`src/rtl/pipe_hazard_ctrl_pkg.sv`:
```
// Shared definitions for the pipeline hazard controller: FSM encoding,
// register-index width and the NOP instruction word.
package pipe_hazard_ctrl_pkg;

    localparam int unsigned RegIdxW  = 5;
    localparam logic [31:0] NopInstr = 32'h0000_0013;

    typedef enum logic [1:0] {
        StRun     = 2'd0,
        StFlush   = 2'd1,
        StMemWait = 2'd2
    } state_e;

endpackage

```
`src/rtl/pipe_hazard_ctrl_hazard_cmp.sv`:
```
// Combinational load-use comparator: flags a load in EX whose destination
// is read by the instruction in decode. Register x0 never hazards.
module hazard_cmp
    import pipe_hazard_ctrl_pkg::*;
(
    input  logic [RegIdxW-1:0] id_rs1_i,
    input  logic [RegIdxW-1:0] id_rs2_i,
    input  logic               id_use_rs1_i,
    input  logic               id_use_rs2_i,
    input  logic [RegIdxW-1:0] ex_wa_i,
    input  logic               ex_reg_write_i,
    input  logic               ex_mem_or_reg_i,
    output logic               load_use_o
);

    logic rs1_hit;
    logic rs2_hit;

    always_comb begin
        rs1_hit    = (ex_wa_i == id_rs1_i) && id_use_rs1_i;
        rs2_hit    = (ex_wa_i == id_rs2_i) && id_use_rs2_i;
        load_use_o = ex_mem_or_reg_i && ex_reg_write_i && (ex_wa_i != '0) &&
                     (rs1_hit || rs2_hit);
    end

endmodule

```
`src/rtl/pipe_hazard_ctrl.sv`:
```
// Pipeline stall/flush controller (RUN / FLUSH / MEM_WAIT) with memory timeout.
// Optional cycle counters enabled by defining PIPE_HAZARD_PERF_EN.
module pipe_hazard_ctrl
    import pipe_hazard_ctrl_pkg::*;
#(
    parameter int unsigned MEM_TIMEOUT = 15
) (
    input  logic               clk,
    input  logic               rst,
    input  logic [RegIdxW-1:0] id_rs1,
    input  logic [RegIdxW-1:0] id_rs2,
    input  logic               id_use_rs1,
    input  logic               id_use_rs2,
    input  logic [RegIdxW-1:0] ex_wa,
    input  logic               ex_regWrite,
    input  logic               ex_memOrReg,
    input  logic               ex_redirect,
    input  logic               mem_req,
    input  logic               mem_ack,
    output logic               pc_stall,
    output logic               ifid_stall,
    output logic               ifid_flush,
    output logic               idex_stall,
    output logic               idex_flush,
    output logic               exmem_stall,
    output logic               mem_err
`ifdef PIPE_HAZARD_PERF_EN
    ,
    output logic [31:0]        stall_cnt,
    output logic [31:0]        flush_cnt
`endif
);

    localparam int unsigned CntW = ($clog2(MEM_TIMEOUT + 1) > 4) ?
                                   $clog2(MEM_TIMEOUT + 1) : 4;

    state_e          state_q, state_d;
    logic [CntW-1:0] wait_cnt_q, wait_cnt_d;
    logic            flush_pend_q, flush_pend_d;
    logic            load_use;
    logic            mem_block;
    logic            drop;
    logic            timeout;
    logic            hold;

    hazard_cmp u_hazard_cmp (
        .id_rs1_i        (id_rs1),
        .id_rs2_i        (id_rs2),
        .id_use_rs1_i    (id_use_rs1),
        .id_use_rs2_i    (id_use_rs2),
        .ex_wa_i         (ex_wa),
        .ex_reg_write_i  (ex_regWrite),
        .ex_mem_or_reg_i (ex_memOrReg),
        .load_use_o      (load_use)
    );

    always_comb begin
        state_d      = state_q;
        wait_cnt_d   = wait_cnt_q;
        flush_pend_d = flush_pend_q;
        pc_stall     = 1'b0;
        ifid_stall   = 1'b0;
        ifid_flush   = 1'b0;
        idex_stall   = 1'b0;
        idex_flush   = 1'b0;
        exmem_stall  = 1'b0;
        mem_err      = 1'b0;
        mem_block    = mem_req && !mem_ack;
        drop         = 1'b0;
        timeout      = 1'b0;
        hold         = 1'b0;

        if (rst) begin
            state_d      = StRun;
            wait_cnt_d   = '0;
            flush_pend_d = 1'b0;
            ifid_flush   = 1'b1;
            idex_flush   = 1'b1;
        end else begin
            if (state_q == StMemWait) begin
                if (mem_ack) begin
                    drop = 1'b1;
                end else if (wait_cnt_q >= CntW'(MEM_TIMEOUT)) begin
                    drop    = 1'b1;
                    timeout = 1'b1;
                end
                hold = !drop;
            end else begin
                hold = mem_block;
            end

            if (hold) begin
                pc_stall    = 1'b1;
                ifid_stall  = 1'b1;
                idex_stall  = 1'b1;
                exmem_stall = 1'b1;
                state_d     = StMemWait;
                wait_cnt_d  = wait_cnt_q + CntW'(1);
                // A FLUSH pre-empted by a memory wait still owes its IF/ID flush.
                flush_pend_d = flush_pend_q || (state_q == StFlush);
            end else begin
                mem_err      = timeout;
                wait_cnt_d   = '0;
                flush_pend_d = 1'b0;
                state_d      = StRun;
                if (ex_redirect && state_q != StFlush) begin
                    ifid_flush = 1'b1;
                    idex_flush = 1'b1;
                    state_d    = StFlush;
                end else if (state_q == StFlush || flush_pend_q) begin
                    ifid_flush = 1'b1;
                end else if (load_use) begin
                    pc_stall   = 1'b1;
                    ifid_stall = 1'b1;
                    idex_flush = 1'b1;
                end
            end
        end
    end

    always_ff @(posedge clk) begin
        if (rst) begin
            state_q      <= StRun;
            wait_cnt_q   <= '0;
            flush_pend_q <= 1'b0;
        end else begin
            state_q      <= state_d;
            wait_cnt_q   <= wait_cnt_d;
            flush_pend_q <= flush_pend_d;
        end
    end

`ifdef PIPE_HAZARD_PERF_EN
    logic [31:0] stall_cnt_q, stall_cnt_d;
    logic [31:0] flush_cnt_q, flush_cnt_d;

    always_comb begin
        stall_cnt_d = stall_cnt_q;
        flush_cnt_d = flush_cnt_q;
        if (pc_stall && stall_cnt_q != '1) stall_cnt_d = stall_cnt_q + 32'd1;
        if (ifid_flush && flush_cnt_q != '1) flush_cnt_d = flush_cnt_q + 32'd1;
    end

    always_ff @(posedge clk) begin
        if (rst) begin
            stall_cnt_q <= '0;
            flush_cnt_q <= '0;
        end else begin
            stall_cnt_q <= stall_cnt_d;
            flush_cnt_q <= flush_cnt_d;
        end
    end

    assign stall_cnt = stall_cnt_q;
    assign flush_cnt = flush_cnt_q;
`endif

endmodule

```
`config.mk`:
```
export PLATFORM = sky130hd
export DESIGN_NAME = pipe_hazard_ctrl
export DESIGN_NICKNAME = d
export VERILOG_FILES = /design/src/rtl/pipe_hazard_ctrl_pkg.sv /design/src/rtl/pipe_hazard_ctrl_hazard_cmp.sv /design/src/rtl/pipe_hazard_ctrl.sv
export SDC_FILE = /design/constraint.sdc
export NUM_CORES = 1
export LEC_CHECK = 0
export BUFFER_PORTS_ARGS = -buffer_cell sky130_fd_sc_hd__buf_2
export CORE_AREA = 2 2 39 41
export CTS_CLUSTER_DIAMETER = 80
export DETAILED_ROUTE_END_ITERATION = 12
export DIE_AREA = 0 0 41 43
export PLACE_DENSITY_LB_ADDON = 0.12
export SKIP_LAST_GASP = 1
export SLEW_MARGIN = 20
export SYNTH_ARGS = -nofsm -noshare
export SYNTH_HDL_FRONTEND = slang
export SYNTH_SLANG_ARGS = --single-unit
```
`constraint.sdc`:
```
create_clock -name clk -period 4.4 [get_ports clk]
set_input_delay 0.44 -clock clk [delete_from_list [all_inputs] [get_ports clk]]
set_output_delay 0.44 -clock clk [all_outputs]
set_load 0.03 [all_outputs]
```
# Word-level counts from Yosys, hierarchy flattened
# Index checks and enable logic that the tools add are counted.
[word_totals]
ff_bits = 7
in_bits = 24
output_inout_bits = 7
word_cells = 52
[op_classes]
n_addsub = 1
n_lt_le_gt_ge = 1
n_eq_ne = 5
n_mux = 26
n_bitwise = 1
n_reduce_logical = 14
[op_table]
columns = ["op", "count"]
rows = [
  ["$mux W1", 25],
  ["$eq A5 B5 Y1", 2],
  ["$logic_and A1 B1 Y1", 7],
  ["$reduce_bool A5 Y1", 1],
  ["$add A4 B1 Y4 const B", 1],
  ["$ge A4 B4 Y1 const B", 1],
  ["$reduce_or A2 Y1", 2],
  ["$eq A2 B1 Y1 const B", 1],
  ["$eq A2 B2 Y1 const B", 1],
  ["$logic_not A1 Y1", 2],
  ["$logic_or A1 B1 Y1", 2],
  ["$mux W2", 1],
  ["$ne A2 B1 Y1 const B", 1],
  ["$not A1 Y1", 1],
]

# Depth between registers and ports, before layout
[depth]
word_depth = 10
ltp_mapped = 7
mapped_depth_nobuf = 6

# By module
# Synthesis repeated with hierarchy kept, for this count alone.
[hier_totals]
hier_cells = 59
area_unflattened_um2 = 509.2
[by_module_without_submodules]
columns = ["module", "instances", "cells_each", "area_per_inst_um2", "seq_area_each_um2"]
rows = [
  ["pipe_hazard_ctrl", 1, 42, 374.1, 140.1],
  ["hazard_cmp", 1, 17, 135.1, 0.0],
]

# Worst setup path before layout
# No wires, ideal clock.
[synth_timing]
path_kind = "input to output"
startpoint = "input port ex_wa[3]"
endpoint = "output port pc_stall"
arrival_time_ps = 2159
required_time_ps = 3960
slack_ps = 1801
path_stages = 5
path_buffers = 1
cell_sequence = "xor2_1 > nor4_1 > a32oi_1 > o31ai_1 > buf_4"
[synth_via]
elab_chain_len = 9
[synth_rtl]
columns = ["item", "line", "source"]
rows = [
  ["start: declaration", "pipe_hazard_ctrl.sv:14", "input logic [RegIdxW-1:0] ex_wa,"],
  ["$eq A5 B5 Y1, on equally long branches", "pipe_hazard_ctrl_hazard_cmp.sv:20, pipe_hazard_ctrl_hazard_cmp.sv:21", ""],
  ["$logic_and A1 B1 Y1, on equally long branches", "pipe_hazard_ctrl_hazard_cmp.sv:20, pipe_hazard_ctrl_hazard_cmp.sv:21", ""],
  ["$logic_or A1 B1 Y1", "pipe_hazard_ctrl_hazard_cmp.sv:23", "(rs1_hit || rs2_hit);"],
  ["$logic_and A1 B1 Y1 *", "pipe_hazard_ctrl_hazard_cmp.sv:22", "load_use_o = ex_mem_or_reg_i && ex_reg_write_i && (ex_wa_i != '0) &&"],
  ["$mux W1 * (5 in a row)", "n/a", ""],
  ["end: declaration", "pipe_hazard_ctrl.sv:20", "output logic pc_stall,"],
]
# Mark *: on every way between the ends. The rest lies on a longest branch, timed or not.

# Worst setup path in the final report
[layout_timing]
startpoint = "register wait_cnt_q[0]"
endpoint = "output port idex_flush"
[layout_via]
elab_chain_len = 10
[layout_rtl]
columns = ["item", "line", "source"]
rows = [
  ["start: declaration", "pipe_hazard_ctrl.sv:38", "logic [CntW-1:0] wait_cnt_q, wait_cnt_d;"],
  ["start signal: assignment", "pipe_hazard_ctrl.sv:128", "wait_cnt_q <= wait_cnt_d;"],
  ["$ge A4 B4 Y1", "pipe_hazard_ctrl.sv:83", "end else if (wait_cnt_q >= CntW'(MEM_TIMEOUT)) begin"],
  ["$mux W1", "pipe_hazard_ctrl.sv:83", ""],
  ["$mux W1", "pipe_hazard_ctrl.sv:81", "if (mem_ack) begin"],
  ["$mux W1", "pipe_hazard_ctrl.sv:80", "if (state_q == StMemWait) begin"],
  ["$mux W1", "pipe_hazard_ctrl.sv:73", "if (rst) begin"],
  ["$logic_not A1 Y1", "pipe_hazard_ctrl.sv:87", "hold = !drop;"],
  ["$mux W1", "pipe_hazard_ctrl.sv:80", ""],
  ["$mux W1", "pipe_hazard_ctrl.sv:73", ""],
  ["$mux W1", "pipe_hazard_ctrl.sv:92", "if (hold) begin"],
  ["$mux W1", "pipe_hazard_ctrl.sv:73", ""],
  ["end: declaration", "pipe_hazard_ctrl.sv:24", "output logic idex_flush,"],
]
# Every way passes these cells. The select of a mux whose other input is x is not followed.

==> key figures <==
Status
  • Status: finished, final reports clean

Yosys
  • Avg Cell Area, Syn: 8.89 um^2
  • Netlist cell types: 29
  • Share of the synthesized area in the top cell type: 0.286
  • Yosys Warn Count: 0
  • Mapped Cells: 55
  • Synth top area cells: dfxtp_1 (29%), xor2_1 (16%), xnor2_1 (5.4%)
  • Mapped cell area: 489 um^2
  • Largest area contributor in the netlist: dfxtp_1
  • Register area share after synthesis: 0.286
  • Mapped Nets: 80
  • Synth Register Bits: 7

Global routing
  • Largest net degree at the start of global routing: 8
  • Overall routing resource usage: 0.135
  • GR Overflow Total: 0
  • GRT met2 Usage: 0.184
  • Met3 usage: 0.0419
  • First-pass GRT wire length: 1580 um
  • Grt met1 use: 0.170
  • Vias in the first global route: 415
  • Initial antenna violation count: 0
  • Grt peak-use layer: met2

STA
  • Fin crit share: 0.545
  • Tmin final: 2.40 ns
  • Setup TNS: 0 ns
  • Final Hold Fails: 0
  • Finish-stage setup viols: 0
  • Slew margin rel.: 0.774
  • Fmax: 417 MHz
  • Hold slack: 0.411 ns
  • RSZ-0062 raised after global routing: false
  • Actual slew at the worst max-slew pin: 0.339 ns
  • Slew Limit Fails: 0
  • Clock Skews: 0.000115 ns

Finish
  • Area of the multi-input gates: 307 um^2
  • Area grow syn2layout: 34.8%
  • Fill count: 147
  • Layout cells sized above 1: 0.453
  • Total area of sequential cells: 140 um^2
  • Ant diodes: 0
  • Fin nets: 112

Job
  • Max Cap Violations: 0

Clock network
  • Setup Buffers After CTS: 0
  • CTS Buffer Depth: 2
  • Clk slew on worst S/H paths: 0.05 ns
  • Total CTS buffers: 3
  • Post_cts resized: 0
  • Clock sinks: 7
  • H-tree Lvls: 1
  • TritonCTS clock tree: built
  • Root Buffer: clkbuf_4
  • Worst-skew pair later-pin latency: 0.24 ns
  • # hold bufs at CTS: 0

Die
  • Die footprint: 0.00176 mm^2
  • Area of the core: 0.00138 mm^2
  • IO Count: 31
  • Starting Density: 0.354
  • Rows: 14
  • Die height: 43 um
  • Width of the die: 41 um

Worst setup path
  • Setup Crit Path Kind: flop to output port
  • WP data required: 3.96 ns
  • Worst-path cell chain: ha_1, nand3_2, mux2i_1, or2_1, inv_6, o31ai_2, buf_2
  • Critical path capture point type: output port
  • Worst Setup Start Kind: flop
  • Crit-path max cell delay: 0.35 ns
  • Maximum fanout along the worst path: 7
  • Slowest cell on crit path: dfxtp_1
  • WP data arrival: 1.96 ns

Routing
  • DRC viols: 0
  • Via Count: 468
  • First drt pass iteration count: 4
  • Final WL: 983 um
  • Routed Antenna Nets: 0
  • Initial drt markers: 11
  • DR WL/cell: 9.64 um
  • DR vias/cell: 4.59

Power and ir drop
  • Leakage Power: 0.314 nW
  • Power per cell area: 250 mW/mm^2
  • Max IR drop VDD: 0.000174 V

Placed design
  • Placer congestion estimate: 0.707
  • Port bufs: 30
  • Post-DP HPWL: 848 um

Hold path
  • Hold Path Class: input pin to flop
==> registers in the layout, summed over array words and instances (netlist names) <==
name          cells
wait_cnt_q        4
state_q           2
flush_pend_q      1
==> critical path: cells and delay by family, from the launching register on <==
kind                       cells  cell delay, ns
AOI/OAI and AO/OA              1            0.23
buffers and inverters          2            0.29
and+or+nand+nor                2            0.43
DFF                            1            0.35
muxes                          1            0.22
adders and majority gates      1            0.21
==> final cells by class <==
cell class / count / share of cell area
Sequential cell: 7 / 0.213
Inverter: 3 / 0.0247
Timing Repair Buffer: 30 / 0.228
Tap cell: 16 / 0.0304
Clock buffer: 4 / 0.0398
Multi-Input combinational cell: 42 / 0.465
==> worst paths after layout <==
kind	from	to	slack, ns	cells after the start
worst max-delay path	wait_cnt_q[0]	idex_flush	2.00	7
worst min-delay path	rst	state_q[0]	0.41	2
worst max register to register	wait_cnt_q[0]	wait_cnt_q[1]	2.87	6
worst min register to register	wait_cnt_q[0]	wait_cnt_q[0]	0.45	1
==> per-layer routing <==
layer | vias to the layer above | part of all wire
met3 | 2 | 0.085
li1 | 251 | -
met5 | - | 0
met4 | 0 | 0.019
met2 | 17 | 0.42
met1 | 198 | 0.47
==> metrics by stage <==
step | cell area, um^2 | setup slack (ns) | util | std cells | power, W
finish | 659 | 2.00 | 0.476 | 102 | 0.000165
CTS | 659 | 2.00 | 0.476 | 102 | 0.000168
global placement | 633 | 2.20 | 0.458 | 98 | 0.000111
detailed placement | 633 | 2.22 | 0.458 | 98 | 0.000111
global route | 659 | 1.84 | 0.476 | 102 | 0.000177
floorplan | 489 | 1.80 | - | 55 | 0.0000941
==> cells in the mapped netlist (all sizes together) <==
library cell	instances
xor2	9
dfxtp	7
nor2	6
buf	3
inv	3
nor4	3
xnor2	3
a21oi	2
and2	2
nand3	2
o31ai	2
or2	2
a21o	1
a32oi	1
ha	1
mux2i	1
nand2	1
nor2b	1
nor3	1
o2111ai	1
o21ai	1
or2b	1
or4	1
==> power breakdown <==
part / switching [W] / total, W / internal, W
sequential: 0.00000115 / 0.0000665 / 0.0000653
combinational: 0.0000237 / 0.0000431 / 0.0000193
clock: 0.0000208 / 0.0000552 / 0.0000344
total: 0.0000456 / 0.000165 / 0.000119
==> cell families after synthesis <==
group | count (synthesis) | synth area share
and+or+nand+nor | 20 | 0.230
xor gates and xnor gates | 12 | 0.215
AOI/OAI and AO/OA | 8 | 0.136
DFF | 7 | 0.286
buffers and inverters | 6 | 0.0870
muxes | 1 | 0.0205
adders and majority gates | 1 | 0.0256
==> cells in the final DEF, fill, tap and decap left out <==
cell	count
a21o_1	1
nand3_2	1
xnor2_1	3
or4_1	1
o31ai_1	1
o2111ai_2	1
nand3_1	1
nand2_1	1
nor2b_1	1
mux2i_1	1
inv_1	2
dfxtp_1	7
or2_1	1
o21ai_0	1
nor2_1	6
or2b_2	1
ha_1	1
a21oi_1	2
and2_1	1
and2_0	1
nor4_1	3
or2_2	1
o31ai_2	1
buf_2	30
clkbuf_1	1
inv_6	1
xor2_1	9
clkbuf_4	3
a32oi_1	1
nor3_1	1
No activity file was read; power rests on OpenSTA's default activity.
